==> src/rtl/inference_sequencer.sv <==
// Host-side sequencer for the inference wrapper: loads sample words, arms the
// read/count timers, and returns the wrapper result (or a timeout error) to the host.
//
// state        | meaning
// S_IDLE       | waiting for start; configuration latched on start
// S_LOAD       | streaming sample words to the wrapper as write opcodes
// S_INFO       | one info opcode carrying the read/count timer values
// S_WAIT_BUSY  | waiting for the wrapper to report busy
// S_WAIT_DONE  | waiting for the wrapper to report idle-with-result
// S_RESULT     | holding the captured result until the host takes it
module inference_sequencer #(
    parameter int DATA_W = 19,
    parameter int RES_W  = 7,
    parameter int CNT_W  = 8,
    parameter int TO_W   = 10
) (
    input  logic              clk,
    input  logic              rst,
    input  logic              start,
    input  logic [CNT_W-1:0]  cfg_len,
    input  logic [CNT_W-1:0]  cfg_read,
    input  logic [CNT_W-1:0]  cfg_count,
    output logic              busy,
    input  logic              s_valid,
    input  logic [DATA_W-1:0] s_data,
    output logic              s_ready,
    output logic [1:0]        opcode_o,
    output logic [DATA_W-1:0] data_o,
    input  logic [1:0]        status_i,
    input  logic [RES_W-1:0]  result_i,
    output logic              res_valid,
    output logic [RES_W-1:0]  res_data,
    input  logic              res_ready,
    output logic              err_o
);
    localparam logic [1:0] OP_IDLE   = 2'd0;
    localparam logic [1:0] OP_WRITE  = 2'd1;
    localparam logic [1:0] OP_INFO   = 2'd2;
    localparam logic [1:0] ST_BUSY   = 2'd1;
    localparam logic [1:0] ST_RESULT = 2'd2;
    localparam int INFO_CNT_LSB = 10;

    typedef enum logic [2:0] {
        S_IDLE, S_LOAD, S_INFO, S_WAIT_BUSY, S_WAIT_DONE, S_RESULT
    } state_t;

    state_t             state, state_n;
    logic [CNT_W-1:0]   len_cnt, len_n;
    logic [CNT_W-1:0]   read_q, read_n;
    logic [CNT_W-1:0]   count_q, count_n;
    logic [TO_W-1:0]    to_cnt, to_n;
    logic [1:0]         opcode_n;
    logic [DATA_W-1:0]  data_n;
    logic               res_valid_n;
    logic [RES_W-1:0]   res_data_n;
    logic               err_n;
    logic [CNT_W:0]     timer_sum;

    assign busy    = (state != S_IDLE);
    assign s_ready = (state == S_LOAD);

    always_ff @(posedge clk) begin
        if (rst) begin
            state     <= S_IDLE;
            len_cnt   <= '0;
            read_q    <= '0;
            count_q   <= '0;
            to_cnt    <= '0;
            opcode_o  <= OP_IDLE;
            data_o    <= '0;
            res_valid <= 1'b0;
            res_data  <= '0;
            err_o     <= 1'b0;
        end else begin
            state     <= state_n;
            len_cnt   <= len_n;
            read_q    <= read_n;
            count_q   <= count_n;
            to_cnt    <= to_n;
            opcode_o  <= opcode_n;
            data_o    <= data_n;
            res_valid <= res_valid_n;
            res_data  <= res_data_n;
            err_o     <= err_n;
        end
    end

    always_comb begin
        state_n     = state;
        len_n       = len_cnt;
        read_n      = read_q;
        count_n     = count_q;
        to_n        = to_cnt;
        opcode_n    = OP_IDLE;
        data_n      = '0;
        res_valid_n = res_valid;
        res_data_n  = res_data;
        err_n       = 1'b0;
        timer_sum   = {1'b0, read_q} + {1'b0, count_q};

        case (state)
            S_IDLE: begin
                if (start) begin
                    len_n   = cfg_len;
                    read_n  = cfg_read;
                    count_n = cfg_count;
                    state_n = (cfg_len != '0) ? S_LOAD : S_INFO;
                end
            end
            S_LOAD: begin
                if (s_valid) begin
                    opcode_n = OP_WRITE;
                    data_n   = s_data;
                    len_n    = len_cnt - 1'b1;
                    if (len_cnt == CNT_W'(1)) state_n = S_INFO;
                end
            end
            S_INFO: begin
                opcode_n = OP_INFO;
                data_n[CNT_W-1:0]             = read_q;
                data_n[INFO_CNT_LSB +: CNT_W] = count_q;
                to_n     = '0;
                // Zero timers: the wrapper never goes busy, so skip straight to the result wait.
                state_n  = (timer_sum == '0) ? S_WAIT_DONE : S_WAIT_BUSY;
            end
            S_WAIT_BUSY: begin
                if (status_i == ST_BUSY) begin
                    state_n = S_WAIT_DONE;
                    to_n    = '0;
                end else if (to_cnt == '1) begin
                    err_n   = 1'b1;
                    state_n = S_IDLE;
                end else begin
                    to_n = to_cnt + 1'b1;
                end
            end
            S_WAIT_DONE: begin
                if (status_i == ST_RESULT) begin
                    res_data_n  = result_i;
                    res_valid_n = 1'b1;
                    state_n     = S_RESULT;
                end else if (to_cnt == '1) begin
                    err_n   = 1'b1;
                    state_n = S_IDLE;
                end else begin
                    to_n = to_cnt + 1'b1;
                end
            end
            S_RESULT: begin
                if (res_ready) begin
                    res_valid_n = 1'b0;
                    state_n     = S_IDLE;
                end
            end
            default: state_n = S_IDLE;
        endcase
    end
endmodule

==> config.mk <==
export PLATFORM = sky130hd
export DESIGN_NAME = inference_sequencer
export DESIGN_NICKNAME = d
export VERILOG_FILES = /design/src/rtl/inference_sequencer.sv
export SDC_FILE = /design/constraint.sdc
export NUM_CORES = 1
export LEC_CHECK = 0
export BUFFER_PORTS_ARGS = -buffer_cell sky130_fd_sc_hd__buf_2
export CORE_MARGIN = 2
export CORE_UTILIZATION = 45
export DETAILED_ROUTE_END_ITERATION = 6
export GPL_TIMING_DRIVEN = 0
export PLACE_DENSITY = 0.71
export SLEW_MARGIN = 20
export SYNTH_ARGS = -nofsm -noshare
export SYNTH_HDL_FRONTEND = slang
export SYNTH_SLANG_ARGS = --single-unit
==> constraint.sdc <==
create_clock -name clk -period 8.25 [get_ports clk]
set_clock_uncertainty 0.1 [all_clocks]
set_input_delay 1.65 -clock clk [delete_from_list [all_inputs] [get_ports clk]]
set_output_delay 1.65 -clock clk [all_outputs]
set_load 0.03 [all_outputs]
==> results of run 1 <==
## area by class of cell
| type | instances | share of cell area [%] |
|---|---|---|
| clock buffers | 14 | 4.20 |
| inverters | 8 | 0.775 |
| clock inverters | 2 | 0.258 |
| plain buffers | 21 | 2.16 |
| flip-flops and latches | 67 | 34.6 |
| repair buffers | 88 | 11.4 |
| well taps | 96 | 3.10 |
| multi-input cells | 277 | 43.5 |
## power by group
part / internal [W] / total, W / leakage (nW) / switching (W)
sequential: 0.000374 / 0.000419 / 0.545 / 0.0000443
combinational: 0.000171 / 0.000466 / 1.10 / 0.000295
clock: 0.000125 / 0.000241 / 0.0905 / 0.000116
total: 0.000670 / 0.00113 / 1.74 / 0.000455
## routing by layer
| metal | routed length (µm) | share of wire, % | vias up | global-route usage [%] |
|---|---|---|---|---|
| li1 | - | - | 1536 | - |
| met1 | 3840 | 49 | 1372 | 28.8 |
| met2 | 3360 | 43 | 101 | 31.2 |
| met3 | 413 | 5.3 | 18 | 4.52 |
| met4 | 196 | 2.5 | 0 | 10.2 |
| met5 | 0 | 0 | - | 0 |
## registers in the layout, summed over array words and instances, names as in the netlist, 2 cells and up
register / flops
count_q: 8
len_cnt: 8
data_o: 19
opcode_o: 2
read_q: 8
to_cnt: 10
res_data: 7
state: 3
## stage by stage
step	utilization [%]	total power (W)	setup slack, ps
after floorplan	-	0.000762	5200
after global placement	54.5	0.000873	4870
after detailed placement	54.5	0.000884	4840
after CTS	57.1	0.00112	4530
after global routing	57.1	0.00121	4420
final	57.1	0.00113	4510
## kinds of logic (layout without fill, tap and decap cells)
kind of cell,after synthesis,count (layout)
fa+ha+maj,12,12
flops,67,67
compound gates,96,96
mux,8,8
buf+inv,29,133
xor+xnor,10,10
simple gates,151,151
## path summary, 6_finish.rpt
check	start	end	slack [ps]	depth (start not counted)
max	state[0]	s_ready	4510	5
max reg2reg	read_q[0]	state[0]	5380	7
min reg2reg	to_cnt[1]	to_cnt[1]	380	2
min	to_cnt[1]	to_cnt[1]	380	2
## placed cells by master (no fill, tap or decap), types with 8 or more instances in the layout
cell	n
buf_2	92
clkbuf_8	11
a22oi_1	16
nand3_1	8
a21oi_1	35
clkbuf_1	20
mux2i_1	8
xor2_1	8
dfxtp_1	67
ha_1	11
o21ai_0	12
nor2_1	46
nand2_1	47
## worst max-delay path, cell delays in order (launching register included)
cell,delay [ps]
dfxtp_1,310
clkbuf_1,250
or3b_2,540
inv_2,120
buf_2,210
buf_2,230
==> impl_metrics.json, run 1 <==
{
  "hp-class": "reg2reg",
  "post-dp-hpwl_um": 5910,
  "coreArea_um2": 6790,
  "dieArea_um2": 7670,
  "ys_seq_area_share_pct": 42.7,
  "relSlewSlack_pct": 42.9,
  "gp_congestion": 0.990,
  "routed_wirelength_um": 7810,
  "hold_viol_final": 0,
  "synth-xor-area-share_pct": 2.79,
  "grt_pass1_wl_um": 12500,
  "multi_input_comb_area_um2": 1690,
  "fillers": 657,
  "ys_seq_elements": 67,
  "cts_buffer_depth": 2,
  "seq_area_um2": 1340,
  "fin_nets": 541,
  "cts.sinks": 67,
  "leakage_nw": 1.74,
  "postLayoutCellArea_um2": 3880,
  "fp-row-count": 30,
  "drtIter0Drc": 203,
  "portBuffers": 88,
  "synth-compound-area-share_pct": 19.8,
  "async_flop_share_pct": 0,
  "startpoint_type": "flip-flop",
  "diodes": 0,
  "synth_top_area_share_pct": 42.7,
  "max_clock_freq_mhz": 268,
  "synth_top_area_cell": "dfxtp_1",
  "synth.most_common_cell": "dfxtp_1",
  "grt_max_degree": 11,
  "die_w_um": 87.6,
  "arrival_ps": 1990,
  "netlist_instances": 373,
  "vias_per_cell": 5.28,
  "ys.flop_type": "dfxtp_1",
  "synth_fp_nets": 442,
  "required_ps": 6500,
  "status": "complete, no violations",
  "clk_latency_ps": 330,
  "cts_resized": 0,
  "syn_to_final_growth_pct": 23.3,
  "worstSetupPathType": "reg2out",
  "drive_above_1_share_pct": 23.9,
  "slew_viol_final": 0,
  "finalCritPeriodShare_pct": 45.3,
  "synth-edff-count": 0,
  "clk_pin_slew_ps": 70,
  "yosys-mux-area-fraction_pct": 2.55,
  "htree_levels": 3,
  "wire_per_inst_um": 13.6,
  "synth-adder-area-share_pct": 5.02,
  "num_vias": 3027,
  "vdd_drop_max_mv": 0.178,
  "first_global_vias": 2779,
  "worst_slew_pin_slew_ps": 854,
  "ant_nets": 0,
  "ys_warn_count": 0,
  "end_kind": "output port",
  "grt_overflow_total": 0,
  "tns_ps": 0,
  "drc": 0,
  "antenna_found_initial": 0,
  "place_inst": 557,
  "place_area_um2": 3700,
  "firstDrtPassIters": 4,
  "critPathMaxFanout": 10,
  "rsz0062_at_grt": "no",
  "grt_use_total_pct": 20.9,
  "synth_top_cells_by_area": "dfxtp_1, nand2_1, a21oi_1",
  "fin_worst_hold_slack_ps": 376,
  "postCtsSetupBuffers": 0,
  "maxCapViolCount": 0,
  "synth-simple-area-share_pct": 23.5,
  "synth_top_family_by_area": "simple AND/OR/NAND/NOR gates",
  "fp.dieH_um": 87.6,
  "start_util_pct": 46.3,
  "pin_count": 89,
  "avgSynthCellArea_um2": 8.43,
  "cts-root-buf": "clkbuf_8",
  "ys_top_cells_by_count": "dfxtp_1, nand2_1, nor2_1",
  "power.density_nw_per_um2": 290,
  "stdcell_count": 573,
  "tritoncts": "built",
  "syn_area_um2": 3140,
  "synth_cell_types": 53,
  "setup_violations": 0,
  "ctsHoldBuffers": 0,
  "final.min_clock_period_ps": 3740,
  "cts_buffers": 9
}
Power figures use the tool's default switching activity.
==> inputs of run 2 (changes only) <==
- ABC_AREA: default -> 1
- PLACE_DENSITY: 0.71 -> 0.73
- clock period: 8.25 -> 3.2 ns (I/O delays scaled with it)
==> impl_metrics.json, run 2 <==
{
  "fp.dieH_um": 89.1,
  "antenna_found_initial": 0,
  "cts.sinks": 67,
  "portBuffers": 88,
  "cp_common_cell": "nand2_1",
  "dieArea_um2": 7930,
  "crit_path_end": "state[0]",
  "post-dp-hpwl_um": 6420,
  "synth_cell_types": 38,
  "crit_buf_inv": 0,
  "critPathMaxFanout": 3,
  "place_area_um2": 3820,
  "cp_slowest_cell": "fa_1",
  "hold_viol_final": 0,
  "drtIter0Drc": 137,
  "grt_use_met1_pct": 29.5,
  "reg2reg_depth": 14,
  "max_clock_freq_mhz": 453,
  "cts_buffer_depth": 2,
  "relSlewSlack_pct": 60.2,
  "htree_levels": 3,
  "avgSynthCellArea_um2": 7.03,
  "clk_latency_ps": 350,
  "ys.flop_type": "dfxtp_1",
  "synth-edff-count": 0,
  "finalCritPeriodShare_pct": 69.1,
  "coreArea_um2": 7140,
  "fin_nets": 631,
  "setup.worst_path.start": "read_q[0]",
  "power.density_nw_per_um2": 714,
  "postLayoutCellArea_um2": 4000,
  "vdd_drop_max_mv": 0.302,
  "hp-start": "to_cnt[4]",
  "busiest_layer": "met2",
  "synth-simple-area-share_pct": 29.7,
  "synth_top_cells_by_area": "dfxtp_1, nand2_1, nor2_1",
  "vias_per_cell": 4.98,
  "r2r_slack_ps": 990,
  "tns_ps": 0,
  "cts_buffers": 9,
  "cpLargestDelayFamily": "simple AND/OR/NAND/NOR gates",
  "drc": 0,
  "num_vias": 3320,
  "cts_resized": 0,
  "pin_count": 89,
  "gp_congestion": 0.942,
  "ys_seq_elements": 67,
  "start_util_pct": 45.6,
  "rsz0062_at_grt": "no",
  "first_global_vias": 3010,
  "syn_to_final_growth_pct": 22.9,
  "arrival_ps": 2320,
  "use_met2_pct": 35.1,
  "synth_top_area_cell": "dfxtp_1",
  "required_ps": 3310,
  "leakage_nw": 1.93,
  "hp-class": "reg2reg",
  "ys_top_cells_by_count": "nand2_1, nor2_1, dfxtp_1",
  "routed_wirelength_um": 8440,
  "final_cell_mix": "nand2_1, buf_2, nor2_1, dfxtp_1, inv_1",
  "ys_warn_count": 0,
  "synth_top_area_share_pct": 41.2,
  "worst-path-stages": 14,
  "clk_pin_slew_ps": 80,
  "dpl_worst_slack_ps": 1020,
  "drive_above_1_share_pct": 23.1,
  "worst_slack_ps": 990,
  "synth.most_common_cell": "nand2_1",
  "async_flop_share_pct": 0,
  "slew_viol_final": 0,
  "worstSetupPathType": "reg2reg",
  "postCtsSetupBuffers": 0,
  "setup_violations": 0,
  "status": "complete, no violations",
  "netlist_instances": 463,
  "reg.largest.list": "data_o x19, to_cnt x10",
  "synth-adder-area-share_pct": 4.84,
  "syn_area_um2": 3260,
  "fp-row-count": 31,
  "ctsHoldBuffers": 0,
  "ys_seq_area_share_pct": 41.2,
  "ant_nets": 0,
  "worst_slew_pin_slew_ps": 597,
  "largest-register": "data_o",
  "rr_endpoint": "state[0]",
  "maxCapViolCount": 0,
  "grt_use_total_pct": 22.2,
  "cts-root-buf": "clkbuf_8",
  "firstDrtPassIters": 4,
  "fin_worst_hold_slack_ps": 365,
  "tritoncts": "built",
  "path_cells": "ha_1 > fa_1 > nor2_1 > nand2_1 > nor2_1 > nand2_1 > nor2_1 > nand2_1 > nor2_1 > nand3_1 > nand2_1 > nand2_1 > nand2_1 > a21oi_1",
  "synth-xor-area-share_pct": 1.61,
  "end_kind": "flip-flop",
  "yosys-mux-area-fraction_pct": 0,
  "critPathMaxStageDelay_ps": 430,
  "synth_fp_nets": 532,
  "synth_top_family_by_area": "simple AND/OR/NAND/NOR gates",
  "grt_use_met3_pct": 3.60,
  "largest_register_ffs": 19,
  "final_common_cell": "nand2_1",
  "timing.rr.start": "read_q[0]",
  "diodes": 0,
  "die_w_um": 89.1,
  "grt_overflow_total": 0,
  "grt_max_degree": 12,
  "synth-compound-area-share_pct": 15.1,
  "wire_per_inst_um": 12.7,
  "startpoint_type": "flip-flop",
  "final.min_clock_period_ps": 2210,
  "grt_pass1_wl_um": 13600
}
==> run 2: changes by cell type after synthesis, sizes merged, moves of 6 or more <==
cell and delta:
nor2 +52, nand3 +6, inv +42, clkbuf -14, nand2 +50, o21ai +31, mux2i -8, a22oi -16
==> run 2: cell families (layout without fill, tap and decap cells) <==
logic type	count (synthesis)	count (layout)
AO/OA/AOI/OAI	90	90
XOR/XNOR	6	6
adder cells (fa/ha/maj)	12	12
buffers and inverters	62	166
flip-flops	67	67
AND/OR/NAND/NOR	226	226
==> run 2: metrics by stage <==
stage	instances	util, %	total power, W
2_1_floorplan	463	-	0.00193
3_3_place_gp	650	53.5	0.00218
3_5_place_dp	650	53.5	0.00221
4_1_cts	666	56.0	0.00285
5_1_grt	666	56.0	0.00307
6_report	666	56.0	0.00286
==> run 2: how the worst min path moves through the flow <==
stage | cells past startpoint | slack (ps) | to
floorplan | 2 | 320 | to_cnt[4]
global placement | 2 | 330 | to_cnt[4]
detailed placement | 2 | 360 | to_cnt[4]
CTS | 2 | 370 | to_cnt[4]
global route | 2 | 410 | len_cnt[4]
finish | 2 | 370 | to_cnt[4]
==> run 2: area by class of cell <==
cell class | count | area [µm²]
fillers | 786 | 3140
multi-input cells | 334 | 1670
flip-flops and latches | 67 | 1340
repair buffers | 88 | 440
inverters | 51 | 195
clock buffers | 12 | 155
well taps | 99 | 124
plain buffers | 11 | 51.3
clock inverters | 4 | 25.0
==> run 2: report_power, final <==
part	internal, W	switching (W)
Clock	0.000321	0.000328
Combinational	0.000381	0.000722
Sequential	0.000976	0.000126
Total	0.00168	0.00118
==> run 2: worst min-delay path, stage by stage, from the launching register on <==
cell,delay (ps)
dfxtp_1,320
inv_1,50
a21oi_1,50
==> run 2: layer usage <==
layer	share of wire (%)	up-vias
li1	-	1688
met1	47	1519
met2	46	95
met3	4.9	18
met4	1.9	0
met5	0	-
==> inputs of run 3 (changes only) <==
- ABC_AREA: 1 -> 0
- clock period: 3.2 -> 1.9 ns (I/O delays scaled with it)
==> impl_metrics.json, run 3 (synthesis results as in run 1) <==
{
  "status": "complete, but fails checks",
  "violations": "setup timing",
  "fillers": 615,
  "fp-row-count": 30,
  "reg.largest.list": "data_o x19, to_cnt x10",
  "first_global_vias": 2733,
  "cts.sinks": 67,
  "routed_wirelength_um": 7930,
  "grt_use_total_pct": 21.1,
  "antenna_found_initial": 0,
  "num_vias": 3113,
  "post-dp-hpwl_um": 5850,
  "drive_above_1_share_pct": 30.7,
  "cts_buffer_depth": 2,
  "coreArea_um2": 6790,
  "hold_viol_final": 0,
  "diodes": 0,
  "start_util_pct": 46.3,
  "worst_slack_ps": -673,
  "syn_to_final_growth_pct": 31.1,
  "startpoint_type": "flip-flop",
  "pin_count": 89,
  "gp_congestion": 0.994,
  "critPathMaxStageDelay_ps": 480,
  "drtIter0Drc": 158,
  "cts-root-buf": "clkbuf_8",
  "critPathMaxFanout": 3,
  "tritoncts": "built",
  "final_common_cell": "buf_2",
  "hp-class": "in2reg",
  "finalCritPeriodShare_pct": 135,
  "required_ps": 2020,
  "maxCapViolCount": 0,
  "fp.dieH_um": 87.6,
  "vias_per_cell": 5.32,
  "grt_overflow_total": 0,
  "place_inst": 557,
  "worst_slew_pin_slew_ps": 624,
  "largest-register": "data_o",
  "cpLargestDelayFamily": "simple AND/OR/NAND/NOR gates",
  "dieArea_um2": 7670,
  "final_util_pct": 60.7,
  "crit_buf_inv": 0,
  "final.min_clock_period_ps": 2570,
  "clk_latency_ps": 340,
  "ant_nets": 0,
  "wire_per_inst_um": 13.6,
  "htree_levels": 3,
  "end_kind": "flip-flop",
  "arrival_ps": 2690,
  "largest_register_ffs": 19,
  "firstDrtPassIters": 5,
  "slew_viol_final": 0,
  "cp_slowest_cell": "or4_4",
  "vdd_drop_max_mv": 0.754,
  "cts_buffers": 9,
  "setup_violations": 3,
  "final_cell_mix": "buf_2, dfxtp_1, nand2_1, nor2_1, a21oi_1",
  "drc": 0,
  "stdcell_count": 585,
  "portBuffers": 88,
  "clk_pin_slew_ps": 70,
  "max_clock_freq_mhz": 389,
  "path_cells": "ha_4 > fa_1 > or4_4 > a2111o_1 > a2111oi_4 > and4_4 > o221ai_2",
  "fin_nets": 553,
  "worstSetupPathType": "reg2reg",
  "relSlewSlack_pct": 58.2,
  "rsz0062_at_grt": "yes",
  "die_w_um": 87.6,
  "grt_max_degree": 12,
  "leakage_nw": 1.85,
  "grt_pass1_wl_um": 12700,
  "p_total_w": 0.00533,
  "power.density_nw_per_um2": 1290
}
==> run 3: cell types whose count changed in the layout (fill, tap and decap cells not counted), sizes merged, moves of 5 or more <==
cell,change
nor2,-52
nand2,-50
inv,-42
o21ai,-31
a22oi,+16
buf,+13
clkbuf,+8
mux2i,+8
nand3,-6
and2,+5
nand2b,+5
nor3,-5
==> run 3: routing by layer <==
metal,share of wire [%],vias to the layer above,track usage [%]
met5,0,-,0
met4,1.7,0,8.53
met3,7.1,13,4.71
met2,46,121,32.8
met1,45,1424,28.4
li1,-,1555,-
==> run 3: cell type report <==
type	count	area (µm²)	share of cell area, %
multi-input combinational	277	1770	42.9
sequential	67	1360	32.9
timing repair buffer	104	577	14.0
clock buffer	11	151	3.67
tap	96	120	2.91
buffer	17	91.3	2.22
inverter	8	32.5	0.789
clock inverter	5	27.5	0.668
==> run 3: timing repair <==
action,CTS,global route
resized for setup,19,29
hold buffers,0,0
endpoints found under the setup margin,40,37
pin swaps,1,4
buffers inserted,6,10
==> run 3: where the power goes <==
part           internal [W]  switching, W  total, W
logic               0.00105       0.00136   0.00242
clock network      0.000535      0.000519   0.00105
registers           0.00164      0.000219   0.00186
==> run 3: worst reg2reg max path: stages, from the launching register on <==
cell and delay (ps):
dfxtp_4 360, ha_4 160, fa_1 420, or4_4 480, a2111o_1 340, a2111oi_4 200, and4_4 290, o221ai_2 90
==> run 3: through the flow <==
step                setup TNS [ps]  setup slack (ps)  hold slack (ps)  cell area, µm²
finish                       -1970              -673              140            4120
global route                 -2400              -751              136            4120
CTS                          -2040              -710              133            3990
detailed placement           -6270              -696              366            3720
global placement             -5910              -629              361            3720
floorplan                    -1390              -503              349            3160
==> run 3: path summary, 6_finish.rpt <==
path,startpoint,to,slack (ps),cells after the start
worst max register to register,count_q[0],state[0],-670,7
worst max-delay path,count_q[0],state[0],-670,7
worst min-delay path,s_data[8],data_o[8],140,2
worst min register to register,to_cnt[1],to_cnt[1],370,2
